**config.mk**
```make
export PLATFORM = sky130hd
export DESIGN_NAME = sync_fifo_flex
export DESIGN_NICKNAME = d
export VERILOG_FILES = /design/src/rtl/sync_fifo_flex.sv
export SDC_FILE = /design/constraint.sdc
export NUM_CORES = 1
export LEC_CHECK = 0
export ABC_CLOCK_PERIOD_IN_PS = 4900
export BUFFER_PORTS_ARGS = -buffer_cell sky130_fd_sc_hd__clkbuf_2
export CORE_MARGIN = 4
export CORE_UTILIZATION = 57
export DETAILED_ROUTE_END_ITERATION = 16
export PLACE_DENSITY = 0.75
export SETUP_SLACK_MARGIN = 0.1
export SYNTH_ARGS = -nofsm -noshare
export SYNTH_HDL_FRONTEND = slang
export SYNTH_SLANG_ARGS = --single-unit
```
**constraint.sdc**
```tcl
create_clock -name clk -period 4.9 [get_ports clk]
set_input_delay 0.49 -clock clk [delete_from_list [all_inputs] [get_ports clk]]
set_output_delay 0.49 -clock clk [all_outputs]
set_load 0.005 [all_outputs]
```
**src/rtl/sync_fifo_flex.sv**
```systemverilog
// Single-clock FIFO with selectable read mode, programmable thresholds,
// fill level and sticky overflow/underflow flags.
module sync_fifo_flex #(
    parameter int DATA_WIDTH    = 8,
    parameter int ADDR_WIDTH    = 4,
    parameter int FWFT          = 0,
    parameter int AFULL_THRESH  = 2**ADDR_WIDTH - 2,
    parameter int AEMPTY_THRESH = 2
) (
    input  logic                  clk,
    input  logic                  reset,
    input  logic                  push,
    input  logic [DATA_WIDTH-1:0] data_in,
    input  logic                  pop,
    output logic [DATA_WIDTH-1:0] data_out,
    output logic                  empty,
    output logic                  full,
    output logic                  almost_empty,
    output logic                  almost_full,
    output logic [ADDR_WIDTH:0]   level,
    output logic                  overflow,
    output logic                  underflow,
    input  logic                  clr_err
);

    localparam int DEPTH = 2**ADDR_WIDTH;
    localparam logic [ADDR_WIDTH:0]   DEPTH_L = (ADDR_WIDTH+1)'(DEPTH);
    localparam logic [ADDR_WIDTH:0]   AF_L    = (ADDR_WIDTH+1)'(AFULL_THRESH);
    localparam logic [ADDR_WIDTH:0]   AE_L    = (ADDR_WIDTH+1)'(AEMPTY_THRESH);
    localparam logic [ADDR_WIDTH-1:0] PTR_ONE = ADDR_WIDTH'(1);
    localparam logic [ADDR_WIDTH:0]   LVL_ONE = (ADDR_WIDTH+1)'(1);

    if (AFULL_THRESH <= 0 || AFULL_THRESH > DEPTH ||
        AEMPTY_THRESH < 0 || AEMPTY_THRESH >= DEPTH) begin : g_bad_param
        $error("sync_fifo_flex: illegal AFULL_THRESH/AEMPTY_THRESH");
    end

    logic [DATA_WIDTH-1:0] mem [DEPTH];

    logic [ADDR_WIDTH-1:0] wr_ptr_q, wr_ptr_d;
    logic [ADDR_WIDTH-1:0] rd_ptr_q, rd_ptr_d;
    logic [ADDR_WIDTH:0]   level_q, level_d;
    logic                  ovf_q, ovf_d;
    logic                  udf_q, udf_d;
    logic                  push_ok, pop_ok;

    assign empty        = (level_q == '0);
    assign full         = (level_q == DEPTH_L);
    assign almost_empty = (level_q <= AE_L);
    assign almost_full  = (level_q >= AF_L);
    assign level        = level_q;
    assign overflow     = ovf_q;
    assign underflow    = udf_q;

    // A full FIFO still takes a write when the same cycle frees a slot.
    assign push_ok = push && (!full || pop);
    assign pop_ok  = pop && !empty;

    always_comb begin
        wr_ptr_d = wr_ptr_q;
        rd_ptr_d = rd_ptr_q;
        level_d  = level_q;
        ovf_d    = ovf_q;
        udf_d    = udf_q;
        if (push_ok) wr_ptr_d = wr_ptr_q + PTR_ONE;
        if (pop_ok)  rd_ptr_d = rd_ptr_q + PTR_ONE;
        unique case ({push_ok, pop_ok})
            2'b10:   level_d = level_q + LVL_ONE;
            2'b01:   level_d = level_q - LVL_ONE;
            default: level_d = level_q;
        endcase
        if (clr_err) begin
            ovf_d = 1'b0;
            udf_d = 1'b0;
        end
        if (push && !push_ok) ovf_d = 1'b1;
        if (pop && !pop_ok)   udf_d = 1'b1;
    end

    always_ff @(posedge clk or posedge reset) begin
        if (reset) begin
            wr_ptr_q <= '0;
            rd_ptr_q <= '0;
            level_q  <= '0;
            ovf_q    <= 1'b0;
            udf_q    <= 1'b0;
        end else begin
            wr_ptr_q <= wr_ptr_d;
            rd_ptr_q <= rd_ptr_d;
            level_q  <= level_d;
            ovf_q    <= ovf_d;
            udf_q    <= udf_d;
        end
    end

    always_ff @(posedge clk) begin
        if (push_ok && !reset) mem[wr_ptr_q] <= data_in;
    end

    if (FWFT != 0) begin : g_fwft
        assign data_out = empty ? '0 : mem[rd_ptr_q];
    end else begin : g_reg
        logic [DATA_WIDTH-1:0] dout_q, dout_d;

        always_comb begin
            dout_d = dout_q;
            if (pop_ok) dout_d = mem[rd_ptr_q];
        end

        always_ff @(posedge clk or posedge reset) begin
            if (reset) dout_q <= '0;
            else       dout_q <= dout_d;
        end

        assign data_out = dout_q;
    end

endmodule

```
Word level (Yosys, flattened, before mapping)
Memory sizes are Yosys's and may differ from the RTL's. A register that Yosys moved wholly into a read port is not among the register bits.
Cells that the tools add are included.
{"block": "totals", "mem_bits_rw": 128, "out_inout_bits": 19, "rom_bits": 0, "latch_bits": 0, "in_bits": 13, "n_memories": 1, "register_bits": 15, "wordCells": 36}
{"block": "op_classes", "n_mux": 6, "n_mul": 0, "reduce_logical": 15, "shift": 0, "n_bitwise": 0, "eq_ne": 3, "order_cmp": 2, "n_addsub": 4, "div_mod_pow": 0}
{"memory": "mem", "words": 16, "width": 8, "rd": 1, "rd_clocked_by_memory_dff": 1, "wr": 1, "line_no": "38", "rtl": "logic [DATA_WIDTH-1:0] mem [DEPTH];"}
{"operator": "$pmux 5 s2", "count": 1}
{"operator": "$add 4x1->4 const B", "count": 2}
{"operator": "$reduce_bool 2->1", "count": 3}
{"operator": "$add 5x1->5 const B", "count": 1}
{"operator": "$eq 5x5->1 const B", "count": 1}
{"operator": "$ge 5x4->1 const B", "count": 1}
{"operator": "$le 5x2->1 const B", "count": 1}
{"operator": "$logic_and 1x1->1", "count": 5}
{"operator": "$logic_not 1->1", "count": 5}
{"operator": "$logic_not 5->1", "count": 1}
{"operator": "$mux 1", "count": 5}
{"operator": "$sub 5x1->5 const B", "count": 1}
{"operator": "$eq 2x1->1 const B", "count": 1}
{"operator": "$eq 2x2->1 const B", "count": 1}
{"operator": "$logic_or 1x1->1", "count": 1}

Longest topological paths before layout
Gate-level depths: netlist (run 1).
{"block": "logic_depth", "depth_word": 7, "depth_mapped": 9, "ltp_nobuf": 9}

Worst setup path after synthesis (run 1)
No wires, ideal clock.
{"block": "synth_timing", "kind": "register -> register", "from": "reg level_q[1], in the netlist level[1]", "to": "reg level_q[4], in the netlist level[4]", "path_stages_with_launch": 10, "arrival_time_ns": 2.527, "setup_slack_ns": 2.293, "setup_time_ns": 0.080, "period_less_slack_ns": 2.607, "path_buffers": 0, "cell_sequence": "dfrtp_1 or4_4 o21ai_2 inv_2 ha_1 fa_1 a21o_1 a21oi_1 mux2i_1 xnor2_1"}
{"block": "synth_between", "word_cells_on_any_way": 13, "classes_between": "2 x add/sub; 3 x eq/ne; 1 x mux; 7 x reduce/logical"}
{"element": "from (decl)", "line_no": "42", "rtl": "logic [ADDR_WIDTH:0] level_q, level_d;"}
{"element": "from (signal assigned)", "line_no": "90", "rtl": "level_q <= level_d;"}
{"element": "$logic_not 5->1 (*)", "line_no": "47", "rtl": "assign empty = (level_q == '0);"}
{"element": "$logic_not 1->1 (*)", "line_no": "57", "rtl": "assign pop_ok = pop && !empty;"}
{"element": "$logic_and 1x1->1 (*)", "line_no": "57"}
{"element": "net pop_ok", "line_no": "45", "rtl": "logic push_ok, pop_ok;"}
{"element": "$eq 2x1->1 or $eq 2x2->1 (tied branches)", "line_no": "67", "rtl": "unique case ({push_ok, pop_ok})"}
{"element": "$pmux 5 s2 or $reduce_bool 2->1 (tied branches)"}
The timed path passes the listed nets; every way through them passes the cells marked *.
A chain may end at the register's enable or synchronous reset.

Final worst setup path (run 1)
Ends and elaborated chain as after synthesis.

==> results of run 1 <==
synth_stat cells, drive strengths merged (3+ instances only):
master	number	area [sq um]
o221ai	8	70.1
buf	11	78.8
xnor2	9	78.8
edfxtp	128	3840
clkbuf	3	11.3
o21ai	5	28.8
inv	11	41.3
nand2	24	92.6
dfrtp	23	576
ha	9	113
mux2i	17	170
nor2	19	71.3
mux4	32	721
layout make-up:
| class | count | area (sq um) | share of cell area, % |
|---|---|---|---|
| sequential | 151 | 4420 | 64.0 |
| multi-input combinational | 143 | 1510 | 21.8 |
| clock buffer | 18 | 418 | 6.05 |
| timing repair buffer | 34 | 178 | 2.57 |
| clock inverter | 13 | 173 | 2.50 |
| tap | 136 | 170 | 2.46 |
| inverter | 11 | 41.3 | 0.598 |
power groups by stage:
stage / Sequential [mW] / Combinational [mW] / Clock, mW
after CTS: 1.74 / 0.990 / 1.31
final: 1.73 / 0.972 / 1.30
after global placement: 1.75 / 0.960 / 0
after detailed placement: 1.76 / 0.978 / 0
after floorplan: 1.66 / 0.795 / 0
after global routing: 1.77 / 1.08 / 1.38
cells in the final DEF (no fill, tap or decap), types with 2 or more instances in the layout:
cell type,instances
inv_1,10
clkinv_4,2
a21o_1,2
nand3_1,2
nand2_1,23
nor2_1,19
dfrtp_1,23
buf_4,3
clkinvlp_4,4
mux2i_1,17
clkbuf_2,31
ha_1,9
mux4_2,32
o21ai_0,4
bufinv_16,3
a21oi_1,2
xnor2_1,9
edfxtp_1,128
inv_6,4
nand4_1,2
clkbuf_16,16
o221ai_1,8
flip-flops by register name, summed over array words and instances, names as in the netlist:
register,cells
wr_ptr_q,4
level,5
mem,128
underflow,1
data_out,8
overflow,1
rd_ptr_q,4
per-layer routing:
layer | GRT usage, % | wire length [um] | vias to the layer above
met2 | 32.2 | 5690 | 101
met1 | 28.1 | 4710 | 1531
met5 | 0 | 0 | -
met4 | 7.54 | 100 | 0
li1 | - | - | 1334
met3 | 5.29 | 771 | 7
worst max-delay path, stage by stage, from the launching register on:
cell and delay, ns:
dfrtp_1 0.47, or4_4 0.55, o21ai_2 0.45, inv_2 0.15, ha_1 0.31, fa_1 0.42
a21o_1 0.17, a21oi_1 0.17, mux2i_1 0.24, xnor2_1 0.14
worst min-delay path by stage:
stage	start	end	slack (ns)	depth (start not counted)
finish	clr_err	overflow	0.17	2
global route	clr_err	overflow	0.17	2
CTS	clr_err	overflow	0.15	2
detailed placement	data_out[1]	data_out[1]	0.49	2
global placement	data_out[7]	data_out[7]	0.48	2
floorplan	data_out[0]	data_out[0]	0.48	2
cells by family after synthesis:
kind of cell,Yosys count,synth area share (%)
XOR/XNOR,10,1.45
buffers and inverters,25,2.17
AO/OA/AOI/OAI,20,2.54
multiplexers,50,14.9
flip-flops,151,72.9
adder cells (fa/ha/maj),10,2.19
AND/OR/NAND/NOR,53,3.84
stage by stage:
step	worst slack (ns)	power, mW	cell area, sq um	util [%]
final	1.75	4.00	6910	66.9
after floorplan	2.29	2.45	6060	-
after global placement	1.90	2.71	6320	61.2
after CTS	1.72	4.04	6910	66.9
after global routing	1.53	4.22	6910	66.9
after detailed placement	1.75	2.74	6320	61.2
==> metrics.cfg, run 1 <==
[clock_network]
cts_tree = done
clockBufferDepth = 2
cts_hold_buffers = 0
cts_buffers = 17
cts.repair.resized = 0
cts.sinks = 151
root_buffer = clkbuf_8
cts_setup_buffers = 0
htree_levels = 4
clkTransAtPathRegs_ns = 0.07
insertion_delay_ns = 0.53

[sta]
fin_skew_ns = 0.0142
drv_slew = 0
fmax_ghz = 0.318
period_minus_slack_ns = 3.15
hold_viol = 0
slew_headroom_pct = 29.3
hold-worst-slack_ns = 0.168
fin_setup_tns_ns = 0
worst_pin_slew_ns = 1.06
post-route-period-util_pct = 64.3
setup_violations = 0
rsz0062_at_grt = no

[route]
route.detailed.drc = 0
avgViaCountPerCell = 5.88
dr.first_iter.drc_count = 222
ant_nets = 0
drt-total-wl_um = 11300
routedWlPerCell_um = 22.3
firstDrtPassIters = 4
vias = 2973

[setup_path]
cp_max_fo = 11
cp-startpoint = level[1]
rr_worst_depth = 9
crit-reg2reg-launch = level[1]
cp.required_ns = 5.34
crit_path_end_kind = flop
crit_arrival_ns = 3.59
path_class = reg2reg
critPathLaunchType = flop
rrSetupSlack_ns = 1.75
endpoint = level[4]
r2r-end = level[4]

[placement]
dp_hpwl_um = 7050
gp_congestion = 0.816
dp_cells = 475
portBuffers = 31

[power_and_ir_drop]
power.density_nw_per_um2 = 580
power_frac_comb_pct = 24.3
p_sw_mw = 1.17
intPower_mw = 2.83
p_sw_share_pct = 29.3
power_frac_clock_pct = 32.4
seqPwrFrac_pct = 43.3
p_leak_nw = 2.44
vdd_drop_max_v = 0.000386

[synth]
synthesis.nets = 342
yosysUniqueCellTypes = 34
async_flop_share_pct = 15.2
syn-cell-area_sq_um = 6060
syn_area_per_cell_sq_um = 19.0
synth_cells = 319
ys_warn_count = 0
synth_edf_count = 128
synthFlopType = edfxtp_1
ys_seq_area_share_pct = 72.9
synth-seq-cells = 151

[status]
outcome = complete, no violations

[floorplanning]
pin_count = 32
die_w_um = 111
start_util_pct = 58.7
die-height_um = 111
num_rows = 37
core-area_sq_um = 10300
dieArea_sq_um = 12300

[grt]
gr-usage-all-layers_pct = 20.5
grt_pass1_wl_um = 18600
grt_overflow_total = 0
antenna_found_initial = 0
first_global_vias = 3176
grt_max_degree = 28

[finish]
antenna_cells = 0
nFillCells = 660
fin_cells = 506
fin_nets = 381
drive_gt1_share_pct = 27.8
area_delta_synth_final_pct = 14.0

[min_path]
holdCritPathClass = in2reg

[run]
max_cap_viol_count = 0

(Power assumes the default switching activity.)
==> run 2, diff against run 1 <==
--- a/config.mk
+++ b/config.mk
@@ -5,7 +5,7 @@
 export SDC_FILE = /design/constraint.sdc
 export NUM_CORES = 1
 export LEC_CHECK = 0
-export ABC_CLOCK_PERIOD_IN_PS = 4900
+export ABC_CLOCK_PERIOD_IN_PS = 3300
 export BUFFER_PORTS_ARGS = -buffer_cell sky130_fd_sc_hd__clkbuf_2
 export CORE_MARGIN = 4
 export CORE_UTILIZATION = 57
==> constraint.sdc (replaced) <==
create_clock -name clk -period 3.3 [get_ports clk]
set_input_delay 0.33 -clock clk [delete_from_list [all_inputs] [get_ports clk]]
set_output_delay 0.33 -clock clk [all_outputs]
set_load 0.005 [all_outputs]
==> metrics.cfg, run 2 (synthesis results as in run 1) <==
[clock_network]
cts.repair.resized = 0
cts.sinks = 151
clockBufferDepth = 2
cts_buffers = 17
cts_tree = done
htree_levels = 4
clkTransAtPathRegs_ns = 0.06
insertion_delay_ns = 0.50
root_buffer = clkbuf_8

[status]
outcome = complete, no violations

[route]
routedWlPerCell_um = 22.1
ant_nets = 0
drt-total-wl_um = 11600
vias = 3071
route.detailed.drc = 0
dr.first_iter.drc_count = 247
firstDrtPassIters = 4
avgViaCountPerCell = 5.84

[sta]
fin_skew_ns = 0.00971
slew_headroom_pct = 37.9
rsz0062_at_grt = no
period_minus_slack_ns = 2.78
fmax_ghz = 0.359
worst_pin_slew_ns = 0.928
hold_viol = 0
fin_setup_tns_ns = 0
fin_ws_ns = 0.518
drv_slew = 0
post-route-period-util_pct = 84.3
setup_violations = 0

[power_and_ir_drop]
power.density_nw_per_um2 = 838
vdd_drop_max_v = 0.000547
p_leak_nw = 2.53

[min_path]
holdCritPathClass = in2reg

[grt]
grt_max_degree = 28
antenna_found_initial = 0
grt_overflow_total = 0
gr-usage-all-layers_pct = 20.2
first_global_vias = 3267
grt_pass1_wl_um = 18700

[setup_path]
slowest_stage = or4_4
critPathLaunchType = flop
cp_max_fo = 8
cpPeakStageDelay_ns = 0.55
path_cells = or4_4 -> o21ai_2 -> inv_2 -> ha_1 -> fa_1 -> a21o_1 -> a21oi_1 -> mux2i_1 -> xnor2_1
crit_arrival_ns = 3.20
path_class = reg2reg
cp_top_family = adder cells
crit_path_end_kind = flop
cp.required_ns = 3.72
path_buf_inv = 1

[finish]
antenna_cells = 0
fin_nets = 400
top_register = mem
layout_commonest_cell = edfxtp_1
stdcell_area_sq_um = 7030
area_delta_synth_final_pct = 16.1
layout_common_cells = edfxtp_1 (128), mux4_2 (32), clkbuf_2 (31)
largest_register_ffs = 128
drive_gt1_share_pct = 30.8

[floorplanning]
start_util_pct = 58.7
core-area_sq_um = 10300
pin_count = 32
dieArea_sq_um = 12300
die-height_um = 111
num_rows = 37
die_w_um = 111

[run]
max_cap_viol_count = 0

[placement]
place_ws_ns = 0.527
dp_hpwl_um = 7250
placed_area_sq_um = 6440
portBuffers = 31
gp_congestion = 0.774

-- run 2: final cells by class --
cell class                      instances  area [sq um]
Timing Repair Buffer                   53           325
Clock inverter                         14           150
Tap cell                              136           170
Inverter                               11          41.3
Multi-Input combinational cell        143          1510
Sequential cell                       151          4420
Fill cell                             647          3290
Clock buffer                           18           418
-- run 2: final timing paths --
path / from / end / slack, ns / cells after the start
min in group asynchronous: reset / wr_ptr_q[3] / 0.45 / 4
max in group asynchronous: reset / level[1] / 2.59 / 4
min reg2reg: data_out[6] / data_out[6] / 0.51 / 2
max: level[1] / level[4] / 0.52 / 9
max reg2reg: level[1] / level[4] / 0.52 / 9
min: pop / overflow / 0.09 / 2
-- run 2: layer usage --
layer,track usage (%),share of wire (%)
met3,4.31,5.2
met4,6.08,0.83
met5,0,0
met2,32.8,51
met1,28.1,43
-- run 2: timing repair --
item / 4_1_cts / 5_1_grt
setup endpoints to repair: 0 / 0
hold buffers: 2 / 0
hold endpoints to repair: 24 / 0
setup buffers: 0 / 0
-- run 2: power breakdown --
part           switching, mW  total (mW)  internal (mW)
Sequential             0.214        2.51           2.30
Combinational          0.786        1.55          0.765
Clock                  0.752        1.83           1.08
-- run 2: stage by stage --
| stage | utilization, % | power [mW] | hold slack (ns) | cells |
|---|---|---|---|---|
| floorplan | - | 3.64 | 0.349 | 319 |
| global placement | 62.4 | 4.05 | 0.437 | 492 |
| detailed placement | 62.4 | 4.11 | 0.439 | 492 |
| CTS | 68.1 | 5.97 | 0.0571 | 526 |
| global route | 68.1 | 6.21 | 0.0684 | 526 |
| finish | 68.1 | 5.90 | 0.0862 | 526 |
==> run 3, diff against run 2 <==
--- a/config.mk
+++ b/config.mk
@@ -5,7 +5,7 @@
 export SDC_FILE = /design/constraint.sdc
 export NUM_CORES = 1
 export LEC_CHECK = 0
-export ABC_CLOCK_PERIOD_IN_PS = 3300
+export ABC_CLOCK_PERIOD_IN_PS = 2900
 export BUFFER_PORTS_ARGS = -buffer_cell sky130_fd_sc_hd__clkbuf_2
 export CORE_MARGIN = 4
 export CORE_UTILIZATION = 57
==> constraint.sdc (replaced) <==
create_clock -name clk -period 2.9 [get_ports clk]
set_input_delay 0.29 -clock clk [delete_from_list [all_inputs] [get_ports clk]]
set_output_delay 0.29 -clock clk [all_outputs]
set_load 0.005 [all_outputs]
==> metrics.cfg, run 3 (synthesis results as in run 1) <==
[clock_network]
clkTransAtPathRegs_ns = 0.06
cts.sinks = 151
cts_buffers = 17
clockBufferDepth = 2
insertion_delay_ns = 0.52
cts_tree = done
root_buffer = clkbuf_8
cts_setup_buffers = 0
htree_levels = 4

[sta]
fin_setup_tns_ns = 0
worst_pin_slew_ns = 0.918
post-route-period-util_pct = 91.1
fin_ws_ns = 0.257
period_minus_slack_ns = 2.64
hold_viol = 0
drv_slew = 0
slew_headroom_pct = 38.6
fmax_ghz = 0.378
setup_violations = 0
rsz0062_at_grt = no
fin_skew_ns = 0.0116

[finish]
layout_commonest_cell = edfxtp_1
top_register = mem
drive_gt1_share_pct = 30.7
area_delta_synth_final_pct = 15.6
stdcell_area_sq_um = 7000
antenna_cells = 0
largest_register_ffs = 128
layout_common_cells = edfxtp_1 (128), mux4_2 (32), clkbuf_2 (31)
fin_nets = 397

[setup_path]
cp_max_fo = 7
cp.required_ns = 3.34
crit_path_end_kind = flop
crit_arrival_ns = 3.08
path_class = reg2reg
critPathLaunchType = flop

[floorplanning]
num_rows = 37
die_w_um = 111
dieArea_sq_um = 12300
pin_count = 32
die-height_um = 111
start_util_pct = 58.7
core-area_sq_um = 10300

[grt]
gr-usage-all-layers_pct = 20.7
grt_pass1_wl_um = 18800
first_global_vias = 3260
grt_max_degree = 28
antenna_found_initial = 0
grt_overflow_total = 0

[route]
avgViaCountPerCell = 5.81
dr.first_iter.drc_count = 290
drt-total-wl_um = 11700
routedWlPerCell_um = 22.5
route.detailed.drc = 0
ant_nets = 0
firstDrtPassIters = 4
vias = 3039

[power_and_ir_drop]
vdd_drop_max_v = 0.000594
power.density_nw_per_um2 = 951
p_leak_nw = 2.49

[min_path]
holdCritPathClass = in2reg

[placement]
place_ws_ns = 0.0953
dp_hpwl_um = 7180
portBuffers = 31
placed_area_sq_um = 6420
gp_congestion = 0.774

[status]
outcome = complete, no violations

[run]
max_cap_viol_count = 0

[run 3: final timing paths]
path,from,endpoint,slack [ns],cells past startpoint
worst max-delay path,level[3],level[4],0.26,9
worst min-delay path,pop,overflow,0.06,2
worst max register to register,level[3],level[4],0.26,9
worst min register to register,data_out[7],data_out[7],0.49,2
max in group asynchronous,reset,underflow,1.94,4
min in group asynchronous,reset,level[4],0.37,3
[run 3: what timing repair did]
action | CTS | global route
hold buffers | 2 | 0
hold endpoints to repair | 11 | 0
gates resized for setup | 1 | 4
cloned | 0 | 0
setup endpoints to repair | 1 | 1
[run 3: layer usage]
metal	track usage, %	wire, um	vias to the layer above
met2	33.1	5900	116
met4	8.60	288	0
met1	27.9	4650	1534
li1	-	-	1366
met5	0	0	-
met3	4.48	905	23
[run 3: per-stage QoR]
| stage | instances | utilization, % | power (mW) | hold slack (ns) |
|---|---|---|---|---|
| global placement | 489 | 62.2 | 4.63 | 0.354 |
| detailed placement | 489 | 62.2 | 4.68 | 0.363 |
| global route | 523 | 67.8 | 7.02 | 0.0543 |
| CTS | 523 | 67.7 | 6.70 | 0.0197 |
| floorplan | 319 | - | 4.15 | 0.309 |
| finish | 523 | 67.8 | 6.66 | 0.0565 |
[run 3: layout make-up]
cell class	instances	area, sq um
fill	665	3320
timing repair buffer	50	303
clock inverter	13	121
tap	136	170
sequential	151	4420
clock buffer	19	422
multi-input combinational	143	1530
inverter	11	41.3
[run 3: power by group]
part | leakage [nW] | internal [mW] | switching (mW) | total, mW
clock | 0.254 | 1.14 | 0.858 | 2.00
sequential | 1.43 | 2.62 | 0.211 | 2.83
combinational | 0.806 | 0.896 | 0.931 | 1.83
[run 3: critical path, stage by stage, from the launching register on]
cell and delay [ns]:
dfrtp_2 0.45, or4_4 0.57, o21ai_4 0.15, inv_2 0.09, ha_2 0.23, fa_2 0.37, a21o_1 0.18, a21oi_2 0.14
mux2i_1 0.24, xnor2_1 0.14
